===== src/rtl/jtpopeye_dma.sv =====
// Vblank DMA: grabs the Z80 bus and copies main RAM into the object buffer.
// One transfer per vblank start; a vblank lost before the grant is skipped.
module jtpopeye_dma #(
  parameter logic [10:0] SRC_BASE = 11'h400,
  parameter logic [9:0]  LEN      = 10'd512,
  parameter int          OAW      = 10
) (
  input  logic           clk,
  input  logic           rst_n,
  input  logic           cen,
  input  logic           LVBL,
  output logic           bus_req,
  input  logic           busak_n,
  output logic           dmcs,
  output logic [10:0]    dma_addr,
  input  logic [7:0]     ram_dout,
  output logic [OAW-1:0] obj_addr,
  output logic [7:0]     obj_data,
  output logic           obj_we,
  output logic           busy,
  output logic           done,
  output logic           skip
);

  typedef enum logic [2:0] {
    IDLE,
    REQ,
    XFER,
    DRAIN,
    REL
  } state_t;

  state_t     state, state_nx;
  logic [9:0] cnt, cnt_nx;
  logic       lvbl_l;
  logic       done_r, done_nx;
  logic       skip_r, skip_nx;
  logic       in_bus;
  logic       wr_en;
  logic [9:0] wr_idx;

  // state, byte counter, vblank history and pulse flags advance on cen
  always_ff @(posedge clk or negedge rst_n) begin
    if (!rst_n) begin
      state  <= IDLE;
      cnt    <= '0;
      lvbl_l <= 1'b0;
      done_r <= 1'b0;
      skip_r <= 1'b0;
    end else if (cen) begin
      state  <= state_nx;
      cnt    <= cnt_nx;
      lvbl_l <= LVBL;
      done_r <= done_nx;
      skip_r <= skip_nx;
    end
  end

  // next-state: request, sweep, drain the last read, hand the bus back
  always_comb begin
    state_nx = state;
    cnt_nx   = cnt;
    done_nx  = 1'b0;
    skip_nx  = 1'b0;
    unique case (state)
      IDLE: begin
        if (lvbl_l && !LVBL) begin
          state_nx = REQ;
          cnt_nx   = '0;
        end
      end
      REQ: begin
        if (!busak_n) begin
          state_nx = XFER;
        end else if (LVBL) begin
          skip_nx  = 1'b1;
          state_nx = IDLE;
        end
      end
      XFER: begin
        cnt_nx = cnt + 10'd1;
        if (cnt == LEN - 10'd1) state_nx = DRAIN;
      end
      DRAIN: state_nx = REL;
      REL: begin
        if (busak_n) begin
          done_nx  = 1'b1;
          state_nx = IDLE;
        end
      end
      default: state_nx = IDLE;
    endcase
  end

  // read data lags the address by one tick, so writes trail by one byte
  always_comb begin
    in_bus   = (state == XFER) || (state == DRAIN);
    wr_en    = ((state == XFER) && (cnt != 10'd0))
             || (state == DRAIN);
    wr_idx   = cnt - 10'd1;
    bus_req  = (state == REQ) || in_bus;
    dmcs     = in_bus;
    dma_addr = in_bus ? SRC_BASE + {1'b0, cnt} : 11'd0;
    obj_addr = wr_en ? wr_idx[OAW-1:0] : '0;
    obj_data = wr_en ? ram_dout : 8'd0;
    obj_we   = wr_en & cen;
    busy     = (state != IDLE);
    done     = done_r & cen;
    skip     = skip_r & cen;
  end

endmodule


===== config.mk =====
export PLATFORM = sky130hd
export DESIGN_NAME = jtpopeye_dma
export DESIGN_NICKNAME = d
export VERILOG_FILES = /design/src/rtl/jtpopeye_dma.sv
export SDC_FILE = /design/constraint.sdc
export NUM_CORES = 1
export LEC_CHECK = 0
export CAP_MARGIN = 20
export CORE_ASPECT_RATIO = 2
export CORE_UTILIZATION = 39
export DETAILED_ROUTE_END_ITERATION = 10
export GPL_TIMING_DRIVEN = 0
export HOLD_SLACK_MARGIN = 0.05
export PLACE_DENSITY = 0.76
export RECOVER_POWER = 50
export SYNTH_ARGS = -nofsm -noshare
export SYNTH_HDL_FRONTEND = slang
export SYNTH_SLANG_ARGS = --single-unit

===== constraint.sdc =====
create_clock -name clk -period 2.5 [get_ports clk]
set_clock_uncertainty 0.1 [all_clocks]
set_input_delay 0.5 -clock clk [delete_from_list [all_inputs] [get_ports clk]]
set_output_delay 0.5 -clock clk [all_outputs]
set_load 0.02 [all_outputs]

==> impl_metrics.yaml <==
place:
  dp_cells: 242
  port_buffers: 47
  place.gp.congestion: 0.8913
  post-place-ws_ns: -0.5746
  hpwl_mm: 2.847
yosys:
  ys_warn_count: 0
  synth_area_um2: 1245
  async_flop_share_pct: 100.0
  syn_inst: 165
  synth_enable_flop_cells: 0
  postSynthAreaPerCell_um2: 7.545
  syn_nets: 180
  ys.flop_type: "dfrtp_1"
  ys_ff_latch: 16
  synthDistinctLibCells: 43
  seq_area_frac_synth_pct: 32.16
clocking:
  cts_made_buffers: 3
  cts-root-to-sink-buffers: 2
  clock_latency_ns: 0.26
  root_buffer: "clkbuf_8"
  htreeDepth: 1
  hold_buffers: 0
  clkSlewWorstSetupHoldPaths_ns: 0.07
  cts.sinks: 16
  cts_tree: "done"
floorplan:
  die_x_um: 41.95
  initial_core_util_pct: 41.32
  core_um2: 3013
  ios: 48
  die-height_um: 81.90
  die_area_um2: 3436
  num_rows: 28
critical_path:
  max_stage_delay_ns: 0.48
  worst_ep_required_time_ns: 1.90
  arrival_ns: 2.07
  crit_path_end_kind: "output port"
  worst_path_dominant_cell_family: "simple AND/OR/NAND/NOR gates"
  crit_fanout: 5
  ff2ff_path_depth: 6
  rrSetupSlack_ns: 0.42
  worstSetupPathType: "reg -> out"
  slowest_stage: "or4_4"
  start_kind: "register"
  cp_num_cells: 5
  crit_buf_inv: 1
  path_cells: "or3_4 -> or4_4 -> o21a_4 -> and2_4 -> buf_6"
timing:
  drv_slew: 0
  setup_viol_count_final: 19
  relSlewSlack_pct: 45.84
  period_share_pct: 107.0
  hold_violations: 0
  min_period_ns: 2.674
  setup_slack_ns: -0.1741
  tightestPinTransition_ns: 0.8097
  rsz0062_at_grt: "true"
  fmax_mhz: 374.0
min_path:
  holdCritPathClass: "reg -> reg"
  min_path_cells: 2
drt:
  drt_iter0_markers: 42
  totalWireLength_mm: 4.100
  ant_nets: 0
  firstDrtPassIters: 4
  wl_per_cell_um: 16.08
  via_count: 1460
  viasPerCell: 5.725
  drc: 0
final_layout:
  drive_gt1_share_pct: 32.00
  fin_nets: 241
  layout_commonest_cell: "nor2_1"
  fillers: 275
  antennaDiodeCount: 0
  final_cells: 255
  area_growth_pct: 59.10
  postLayoutCoreUtil_pct: 65.74
  final_cell_mix: "nor2_1, buf_4, o21ai_0, clkdlybuf4s50_1, nand2_1"
global_route:
  antenna_found_initial: 0
  grt_pass1_wl_mm: 6.713
  grt_pass1_vias: 1488
  grt_use_met1_pct: 26.26
  grt_overflow: 0
  grtUsageMet2_pct: 46.41
  grt_max_degree: 17
  grt_busiest_layer: "met2"
  use_met3_pct: 2.637
  grt_use_total_pct: 25.45
power:
  leakagePower_uw: 0.0009402
  power_density_nw_per_um2: 1189
  irDropWorstVdd_mv: 0.7288
run_status:
  violations: "negative setup slack"
  status: "finished, violations left"
run:
  max_cap_viol_count: 0
[registers in the layout (all words and copies together) (netlist names)]
name	cells
cnt	10
skip_r	1
lvbl_l	1
state	3
done_r	1
[power breakdown]
group / total, uW / switching [uW] / internal (uW)
registers: 404 / 77.0 / 327
logic: 1710 / 918 / 793
clock network: 241 / 100 / 140
total: 2350 / 1100 / 1260
[cells in the mapped netlist (3+ instances only)]
master    number  area, um^2
dfrtp_1       16       400.4
inv_1         13       48.80
nand3_1        6       30.03
nand4_1        4       25.02
o31ai_1        3       22.52
o21ai_0       15       75.07
nand2_1       13       48.80
a21oi_1        7       35.03
xnor2_1        3       26.28
nor2_1        22       82.58
and2_1        15       93.84
nor4_1         4       25.02
clkbuf_1       8       30.03
[path summary, 6_finish.rpt]
kind / from / to
max reg2reg: state[0] / cnt[6]
max: cnt[6] / obj_data[5]
min in group asynchronous: rst_n / state[1]
min reg2reg: lvbl_l / lvbl_l
min: lvbl_l / lvbl_l
max in group asynchronous: rst_n / cnt[0]
[worst min-delay path, cell delays in order, from the launching register on]
cell and delay, ns:
dfrtp_1 0.37, inv_1 0.05, o21ai_0 0.06
[per-layer routing]
layer  up-vias  part of all wire (%)  wire, um
met5         -                     0         0
met4         0                   3.3       136
met3        13                   3.3       134
met2        49                    58      2366
met1       705                    36      1463
li1        693                     -         -
[metrics by stage]
step | setup TNS, ns | total power (uW) | hold WS [ns] | area [um^2]
final | -2.510 | 2355 | 0.4221 | 1981
after global routing | -4.018 | 2536 | 0.4370 | 1981
after CTS | -4.520 | 2289 | 0.4244 | 1933
after detailed placement | -10.41 | 1837 | 0.4137 | 1757
after global placement | -9.909 | 1811 | 0.4102 | 1757
after floorplan | 0 | 1288 | 0.1044 | 1249
[cells by family after synthesis]
group	count (synthesis)	synth area share (%)
xor gates and xnor gates	3	2.111
DFF	16	32.16
and+or+nand+nor	81	35.08
adders and majority gates	2	2.010
buffers and inverters	24	8.241
AOI/OAI and AO/OA	38	19.60
muxes	1	0.8041
[layout make-up]
class	instances	area, um^2	area share, %
tap	30	37.54	1.895
buffer	8	48.80	2.464
multi-input combinational	126	842.1	42.51
timing repair buffer	58	536.8	27.10
sequential	16	407.9	20.59
inverter	13	52.55	2.653
clock buffer	4	55.05	2.780
[repair_timing]
| action | in CTS | in global routing |
|---|---|---|
| gates resized for setup | 131 | 20 |
| pin swaps | 16 | 7 |
| endpoints found under the setup margin | 35 | 27 |
| buffers inserted | 9 | 2 |
| gates cloned | 1 | 0 |
No activity file was read; power rests on OpenSTA's default activity.
==> edit (same flow settings) <==
Set the parameter `OAW` to 5 (it was 10).
--- a/src/rtl/jtpopeye_dma.sv
+++ b/src/rtl/jtpopeye_dma.sv
@@ -5,3 +5,3 @@
   parameter logic [9:0]  LEN      = 10'd512,
-  parameter int          OAW      = 10
+  parameter int          OAW      = 5
 ) (
Interface: changed (resized obj_addr); port bits go from 48 to 43. No check against the original RTL was run, so the function may have changed too.
==> edit against the unedited design <==
  * Area after synthesis decreased by 1.9%
  * Design area decreased by 15%
  * Global-route usage decreased by 2.8 points
  * Worst setup slack improved by 0.24 ns
  * Die area decreased by 1.8%
  * Sequential cell count unchanged
  * Routed wire length decreased by 11%
  * Total power decreased by 40%
  * Largest power group unchanged
  * Highest routed layer unchanged
==> edit: results (changes against the unedited design) <==
| Metric | Value |
|---|---|
| Met2 Use GR | 0.441 (was 0.464) |
| Number of max-slew violations in the final report | 0 (unchanged) |
| Worst Hold Class | reg -> reg (unchanged) |
| Sequential share of the synthesized area | 0.328 (was 0.322) |
| WL/cell | 16.0 um (was 16.1 um) |
| Metal-1 WL | 1.41 mm (was 1.46 mm) |
| Post_cts resized | 48 (was 131) |
| Iteration-0 DRC Markers | 57 (was 42) |
| Post-DP HPWL | 2.64 mm (was 2.85 mm) |
| Synth top area cells | dfrtp_1, a22o_1, nor2_1 (was dfrtp_1, and2_1, nor2_1) |
| Clk buf depth | 2 (unchanged) |
| Metal3 WL | 178 um (was 134 um) |
| GPL Wtd Cong | 0.867 (was 0.891) |
| Pre-Repair DR Iteration Count | 5 (was 4) |
| IR drop worst, VDD | 0.000546 V (was 0.000729 V) |
| Metal2 WL | 2.02 mm (was 2.37 mm) |
| Setup Fix Bufs, Post-CTS | 4 (was 9) |
| Share of layout cells above drive strength 1 | 0.221 (was 0.320) |
| Clock Latency Late Sink | 0.25 ns |
| Total CTS buffers | 3 (unchanged) |
| Status | completed (was finished with violations) |
| Regs by FF count | cnt x10, state x3 (unchanged) |
| Max stage delay on crit path | 0.40 ns (was 0.48 ns) |
| Worst relative slew slack | 0.477 (was 0.458) |
| Synth warnings | 0 (unchanged) |
| I/O Buffers | 42 (was 47) |
| H-tree depth | 1 (unchanged) |
| GRT Overall Usage | 0.226 (was 0.255) |
| N_diodes | 0 (unchanged) |
| Post-synth ARST share | 1.00 (unchanged) |
| CP max FO | 10 (was 5) |
| Slowest cell on crit path | dfrtp_2 (was or4_4) |
| Synth Flop Type | dfrtp_1 (unchanged) |
| Grt total ovfl | 0 (unchanged) |
| CP arrival | 1.84 ns (was 2.07 ns) |
| Syn nets | 166 (was 180) |
| Clk slew on worst S/H paths | 0.06 ns |
| Top post-synthesis cells by count | nor2_1, dfrtp_1, o21ai_0 (was nor2_1, dfrtp_1, and2_1, o21ai_0) |
| Grt met1 use | 0.233 (was 0.263) |
| Initial antenna violation count | 0 (unchanged) |
| Vias per cell | 5.79 (was 5.73) |
| Fin nets | 217 (was 241) |
| Vias in the first global route | 1346 (was 1488) |
| LEAKAGE | 0.794 nW (was 0.940 nW) |
| Largest delay share family, worst path | buffers and inverters (was simple AND/OR/NAND/NOR gates) |
| First-pass GRT wire length | 5.97 mm (was 6.71 mm) |
| Met3 Track Usage GR | 0.0267 (was 0.0264) |
| Largest net degree at the start of global routing | 17 (unchanged) |
| Synth cell types | 38 (was 43) |
| Root Buffer | clkbuf_8 (unchanged) |
-- edit: final timing paths --
check / from / end / slack (ns) / cells past startpoint
setup reg to reg: cnt[1] / state[0] / 0.19 / 6
setup / recovery: cnt[0] / obj_data[1] / 0.06 / 7
hold reg to reg: lvbl_l / lvbl_l / 0.40 / 1
min in group asynchronous: rst_n / state[0] / 0.67 / 1
hold / removal: lvbl_l / lvbl_l / 0.40 / 1
max in group asynchronous: rst_n / cnt[1] / 1.09 / 1
-- edit: power breakdown --
group | internal, mW | leakage, nW | switching (mW)
sequential | 0.301 | 0.213 | 0.0484
combinational | 0.351 | 0.559 | 0.507
clock | 0.107 | 0.0216 | 0.0880
-- edit: kinds of logic (layout without fill, tap and decap cells) --
kind of cell	Yosys count	after routing	synth area share
multiplexers	5	5	0.0461
buffers and inverters	23	72	0.0861
flip-flops	16	16	0.328
AO/OA/AOI/OAI	33	33	0.192
adder cells (fa/ha/maj)	3	3	0.0307
AND/OR/NAND/NOR	67	67	0.296
XOR/XNOR	3	3	0.0215
-- edit: final cells by class --
cell class,count,area [sq um]
Buffer,10,62.6
Clock buffer,3,41.3
Fill cell,282,1280
Inverter,12,45.0
Multi-Input combinational cell,111,732
Sequential cell,16,403
Tap cell,30,37.5
Timing Repair Buffer,47,372
-- edit: through the flow --
| stage | utilization | worst slack, ns | std cells | area, sq um |
|---|---|---|---|---|
| after detailed placement | 0.564 | -0.265 | 222 | 1680 |
| after CTS | 0.587 | 0.000828 | 228 | 1750 |
| after global routing | 0.568 | 0.00514 | 229 | 1690 |
| after floorplan | - | 0.404 | 150 | 1220 |
| after global placement | 0.564 | -0.227 | 222 | 1680 |
| final | 0.568 | 0.0617 | 229 | 1690 |
